<file path="src/rtl/rgb_pwm_fader.sv">
// Three-channel LED PWM generator with a target interface that either snaps
// the duties at the next PWM period boundary or ramps them one count per fade step.
module rgb_pwm_fader #(
   parameter int CLK_DIV  = 188,
   parameter int FADE_DIV = 4
) (
   input  logic       clk,
   input  logic       rst_n,
   input  logic       tgt_valid,
   output logic       tgt_ready,
   input  logic [7:0] tgt_r,
   input  logic [7:0] tgt_g,
   input  logic [7:0] tgt_b,
   input  logic       fade_en,
   output logic       pwm_r,
   output logic       pwm_g,
   output logic       pwm_b,
   output logic       busy,
   output logic [1:0] dbg_state
);

   // Handshake: a target triple transfers on any rising edge where tgt_valid
   // and tgt_ready are both 1; tgt_ready depends only on registered state, and
   // tgt_valid seen while tgt_ready is 0 has no effect.

   localparam int PRE_W  = (CLK_DIV > 1) ? $clog2(CLK_DIV) : 1;
   localparam int FADE_W = (FADE_DIV > 1) ? $clog2(FADE_DIV) : 1;
   localparam logic [PRE_W-1:0]  PRE_MAX  = PRE_W'(CLK_DIV - 1);
   localparam logic [FADE_W-1:0] FADE_MAX = FADE_W'(FADE_DIV - 1);

   typedef enum logic [1:0] {
      ST_IDLE = 2'd0,
      ST_SNAP = 2'd1,
      ST_FADE = 2'd2
   } state_t;

   state_t state;
   state_t state_nxt;

   logic [PRE_W-1:0]  prescaler;
   logic [7:0]        pwm_cnt;
   logic              tick;
   logic              boundary;

   logic [FADE_W-1:0] fade_cnt;
   logic              fade_due;
   logic              fade_step;

   logic [7:0]        goal_r, goal_g, goal_b;
   logic [7:0]        duty_r, duty_g, duty_b;
   logic [7:0]        step_r, step_g, step_b;
   logic              all_done;

   logic              accept;
   logic              snap_load;
   logic              step_load;

   // Timebase free-runs regardless of the transfer FSM.
   always_ff @(posedge clk or negedge rst_n) begin
      if (!rst_n) begin
         prescaler <= '0;
      end else if (tick) begin
         prescaler <= '0;
      end else begin
         prescaler <= prescaler + 1'b1;
      end
   end

   always_ff @(posedge clk or negedge rst_n) begin
      if (!rst_n) begin
         pwm_cnt <= 8'd0;
      end else if (tick) begin
         pwm_cnt <= pwm_cnt + 8'd1;
      end
   end

   assign tick     = (prescaler == PRE_MAX);
   assign boundary = tick && (pwm_cnt == 8'hFF);

   // One-count move toward the goal; strict compare keeps the 8-bit duty from wrapping.
   function automatic logic [7:0] step_toward(input logic [7:0] cur, input logic [7:0] goal);
      logic [7:0] res;
      res = cur;
      if (cur < goal) begin
         res = cur + 8'd1;
      end else if (cur > goal) begin
         res = cur - 8'd1;
      end
      return res;
   endfunction

   assign step_r    = step_toward(duty_r, goal_r);
   assign step_g    = step_toward(duty_g, goal_g);
   assign step_b    = step_toward(duty_b, goal_b);
   assign all_done  = (step_r == goal_r) && (step_g == goal_g) && (step_b == goal_b);
   assign fade_due  = (fade_cnt == FADE_MAX);
   assign fade_step = (state == ST_FADE) && boundary && fade_due;

   // FSM: state register
   always_ff @(posedge clk or negedge rst_n) begin
      if (!rst_n) begin
         state <= ST_IDLE;
      end else begin
         state <= state_nxt;
      end
   end

   // FSM: next state
   always_comb begin
      state_nxt = state;
      case (state)
         ST_IDLE: begin
            if (tgt_valid) begin
               state_nxt = fade_en ? ST_FADE : ST_SNAP;
            end
         end
         ST_SNAP: begin
            if (boundary) begin
               state_nxt = ST_IDLE;
            end
         end
         ST_FADE: begin
            if (fade_step && all_done) begin
               state_nxt = ST_IDLE;
            end
         end
         default: state_nxt = ST_IDLE;
      endcase
   end

   // FSM: outputs and datapath strobes
   always_comb begin
      tgt_ready = 1'b0;
      accept    = 1'b0;
      snap_load = 1'b0;
      step_load = 1'b0;
      case (state)
         ST_IDLE: begin
            tgt_ready = 1'b1;
            accept    = tgt_valid;
         end
         ST_SNAP: snap_load = boundary;
         ST_FADE: step_load = fade_step;
         default: tgt_ready = 1'b0;
      endcase
      busy      = !tgt_ready;
      dbg_state = state;
   end

   always_ff @(posedge clk or negedge rst_n) begin
      if (!rst_n) begin
         goal_r <= 8'd0;
         goal_g <= 8'd0;
         goal_b <= 8'd0;
      end else if (accept) begin
         goal_r <= tgt_r;
         goal_g <= tgt_g;
         goal_b <= tgt_b;
      end
   end

   // Counts period boundaries while fading; a new accept restarts the fade cadence.
   always_ff @(posedge clk or negedge rst_n) begin
      if (!rst_n) begin
         fade_cnt <= '0;
      end else if (accept) begin
         fade_cnt <= '0;
      end else if ((state == ST_FADE) && boundary) begin
         fade_cnt <= fade_due ? '0 : fade_cnt + 1'b1;
      end
   end

   // Duties only move on a period boundary so every period runs whole.
   always_ff @(posedge clk or negedge rst_n) begin
      if (!rst_n) begin
         duty_r <= 8'd0;
         duty_g <= 8'd0;
         duty_b <= 8'd0;
      end else if (snap_load) begin
         duty_r <= goal_r;
         duty_g <= goal_g;
         duty_b <= goal_b;
      end else if (step_load) begin
         duty_r <= step_r;
         duty_g <= step_g;
         duty_b <= step_b;
      end
   end

   always_ff @(posedge clk or negedge rst_n) begin
      if (!rst_n) begin
         pwm_r <= 1'b0;
         pwm_g <= 1'b0;
         pwm_b <= 1'b0;
      end else begin
         pwm_r <= (pwm_cnt < duty_r);
         pwm_g <= (pwm_cnt < duty_g);
         pwm_b <= (pwm_cnt < duty_b);
      end
   end

endmodule

</file>
<file path="config.mk">
export PLATFORM = sky130hd
export DESIGN_NAME = rgb_pwm_fader
export DESIGN_NICKNAME = d
export VERILOG_FILES = /design/src/rtl/rgb_pwm_fader.sv
export SDC_FILE = /design/constraint.sdc
export NUM_CORES = 1
export LEC_CHECK = 0
export ABC_AREA = 1
export CAP_MARGIN = 20
export CORE_MARGIN = 5
export CORE_UTILIZATION = 60
export CTS_CLUSTER_DIAMETER = 80
export DETAILED_ROUTE_END_ITERATION = 8
export PLACE_DENSITY = 0.78
export SYNTH_ARGS = -nofsm -noshare
export SYNTH_HDL_FRONTEND = slang
export SYNTH_SLANG_ARGS = --single-unit
</file>
<file path="constraint.sdc">
create_clock -name clk -period 2.85 [get_ports clk]
set_clock_uncertainty 0.1 [all_clocks]
set_input_delay 0.57 -clock clk [delete_from_list [all_inputs] [get_ports clk]]
set_output_delay 0.57 -clock clk [all_outputs]
set_load 0.02 [all_outputs]
</file>
==> results.md <==
* Final Hold Vio Count at 0
* Crit path capture type: flop
* Largest net degree at the start of global routing at about 70
* Placed insts at 915
* Fin util at just over 70%
* P&R area growth vs syn at 15.9%
* Most frequent cells in the layout: nand2_1, inv_1, nand3_1
* Skew-Pair Late Insertion Delay at 360 ps
* Starting Density at about three fifths
* Fmax at 380 MHz
* Num CTS Buffers at 9
* Post-synthesis async set-or-reset flop share at 100%
* Crit path time final at 2630 ps
* DP HPWL at 11.0 mm
* Drt pass-1 iters at 4
* Global-route wire length before repair at 24.4 mm
* Setup TNS at 0 ps
* Max Cap Viol at 0
* Final setup violation count at 0
* Final RePlAce weighted congestion at 0.946
* Top Layer Used: met4
* Design Area, Final at 6250 um^2
* Layout cells sized above 1 at 9.11%
* Startpoint of the worst register-to-register path: duty_r[0]$_DFFE_PN0P_
* Commonest non-fill, non-tap cell in the layout: nand2_1
* CTS sink cnt at between 70 and 80
* CTS max path bufs at 2
* Iter 0 DRT Violations at 237
* Worst Path Max Fanout at 7
* DP Worst Slack at between 100 and 150 ps
* Dpl cell area at between 5000 and 6000 um^2
* Global route total overflow at 0
* Leading register cell type out of synthesis: dfrtp_1
* Post-synth EDFFs at 0
* Die area at around 11000 um^2
* Nets at 900
* Cell count after synthesis at 767
* Clock-pin slew on the worst setup and hold paths at 90 ps
* Required time of the worst setup path at about 3000 ps
* Layout Cells excl Fill at a little over 900
* R2R Path End: dbg_state[1]$_DFFE_PN0P_
* Detailed-route via count at around 5400
* Fill count at 760
* Vias per cell at 5.78
* Row count at 34
* Post-route ant nets at 0
* Tot Pwr at roughly 3.3 mW
* Critical setup path kind: reg2reg
* Met2 wire len at slightly below 7 mm
* Routed WL per cell at 15.7 um
* Die Ht at 105 um
* Unrepaired setup endpoints after global routing: no
* Final WS setup at ~220 ps
* Vias in the first global route at 5258
* Status: completed
* PwrDens at 536 nW/um^2
* Period utilization at 92.2%
* Met3 wire length at 783 um
* Area of the multi-input gates at about 3200 um^2
* Yosys top cell area share at approximately 33%
* Port Buffers at 34
* CTS root buf: clkbuf_8
* M1 WL at 6.33 mm
* Gr usage total at 26.9%
* # IOs at 35
* Cell Area, Synth at ~5400 um^2
* Distinct cells, synth at 30
* Arrival time at the worst endpoint at around 2800 ps
* N_diodes at 0
* Hold_ws at 227 ps
* Core Area at 8760 um^2
* Synth Register Bits at 71
* Residual DRC at 0
* Routed WL at between 10 and 15 mm
* TritonCTS clock tree: yes
* Reg-to-reg slack, setup at 220 ps
* CP Launch Type: flop
* Sequential area share after synthesis at around 33%
* Top cells by area, synth: dfrtp_1, nand2_1, ha_1
* Post-synth top area cell: dfrtp_1
* Final slew viol count at 0
* Worst Max-Slew Pin Slew at 920 ps
* Leak at 3.29 nW
* Hold Path Class: in2async
* Register Area at 1780 um^2
* Worst vdd rail ir drop at 0.000340 V
* H-Tree Level Count at 3
* Relative slew slack at 38.7%
* Synth Net Count at 849
* Initial antenna violation count at 0
* Die Width at 105 um
* Synthesis warning total at 0
* FF-to-FF path depth at 19
* Syn Area/Cell at about 7 um^2
[repair_timing]
item	4_1_cts	5_1_grt
resized for setup	0	25
hold buffers	0	0
setup buffers	0	0
setup endpoints to repair	0	2
[sequential cells by signal, summed over array words and instances, names as in the netlist, 2 cells and up]
signal	cells
pwm_cnt	8
duty_r	8
goal_b	8
goal_r	8
prescaler	8
duty_b	8
goal_g	8
duty_g	8
dbg_state	2
fade_cnt	2
[how the worst max path moves through the flow]
stage,startpoint,endpoint,slack (ps)
after floorplan,goal_g[7]$_DFFE_PN0P_,dbg_state[1]$_DFFE_PN0P_,620
after global placement,duty_g[0]$_DFFE_PN0P_,dbg_state[1]$_DFFE_PN0P_,220
after detailed placement,goal_g[5]$_DFFE_PN0P_,dbg_state[1]$_DFFE_PN0P_,130
after CTS,goal_g[5]$_DFFE_PN0P_,dbg_state[1]$_DFFE_PN0P_,110
after global routing,goal_b[3]$_DFFE_PN0P_,dbg_state[1]$_DFFE_PN0P_,10
final,duty_r[0]$_DFFE_PN0P_,dbg_state[1]$_DFFE_PN0P_,220
[synth_stat cells (all sizes together), types with 5 or more instances]
cell type,instances
nand2,227
inv,97
nand3,89
nor2,87
dfrtp,71
ha,54
a21oi,43
o221ai,24
o21ai,15
nor3,12
clkbuf,9
xor2,7
buf,6
nand4,6
o211ai,5
[kinds of logic (layout without fill, tap and decap cells)]
| logic type | Yosys count | after routing | synth area share, % |
|---|---|---|---|
| DFF | 71 | 71 | 32.9 |
| adders and majority gates | 54 | 54 | 12.5 |
| xor gates and xnor gates | 10 | 10 | 1.62 |
| AOI/OAI and AO/OA | 94 | 94 | 11.0 |
| buffers and inverters | 112 | 168 | 8.28 |
| and+or+nand+nor | 426 | 426 | 33.6 |
[worst max-delay path: stages (launching register included)]
cell and delay, ps:
dfrtp_1 450, inv_1 90, ha_1 290, nand2_1 50, nor2_1 180, nand2_2 140, inv_1 130, nor2_2 50
nand2_1 50, nand2_1 70, nand3_1 100, nand2_1 90, nand2_1 70, nand2_1 50, nor2_1 120, nand2_1 90
nor2_1 90, nand3_1 120, nand2_1 90, o21ai_0 80
[cell type report]
type,instances,area share [%]
inverters,97,5.82
multi-input cells,584,51.8
flip-flops and latches,71,28.5
well taps,108,2.16
repair buffers,55,8.13
clock inverters,7,1.64
clock buffers,9,1.98
[where the power goes]
group | internal [mW] | switching [mW] | total (mW)
sequential | 1.18 | 0.112 | 1.29
combinational | 0.388 | 0.719 | 1.11
clock | 0.504 | 0.444 | 0.947
total | 2.07 | 1.27 | 3.35
[routing by layer]
layer / up-vias / track usage (%)
met5: - / 0
met4: 0 / 13.2
met3: 49 / 3.70
met2: 175 / 45.1
met1: 2525 / 34.1
li1: 2636 / -
No activity file was read; power rests on OpenSTA's default activity.
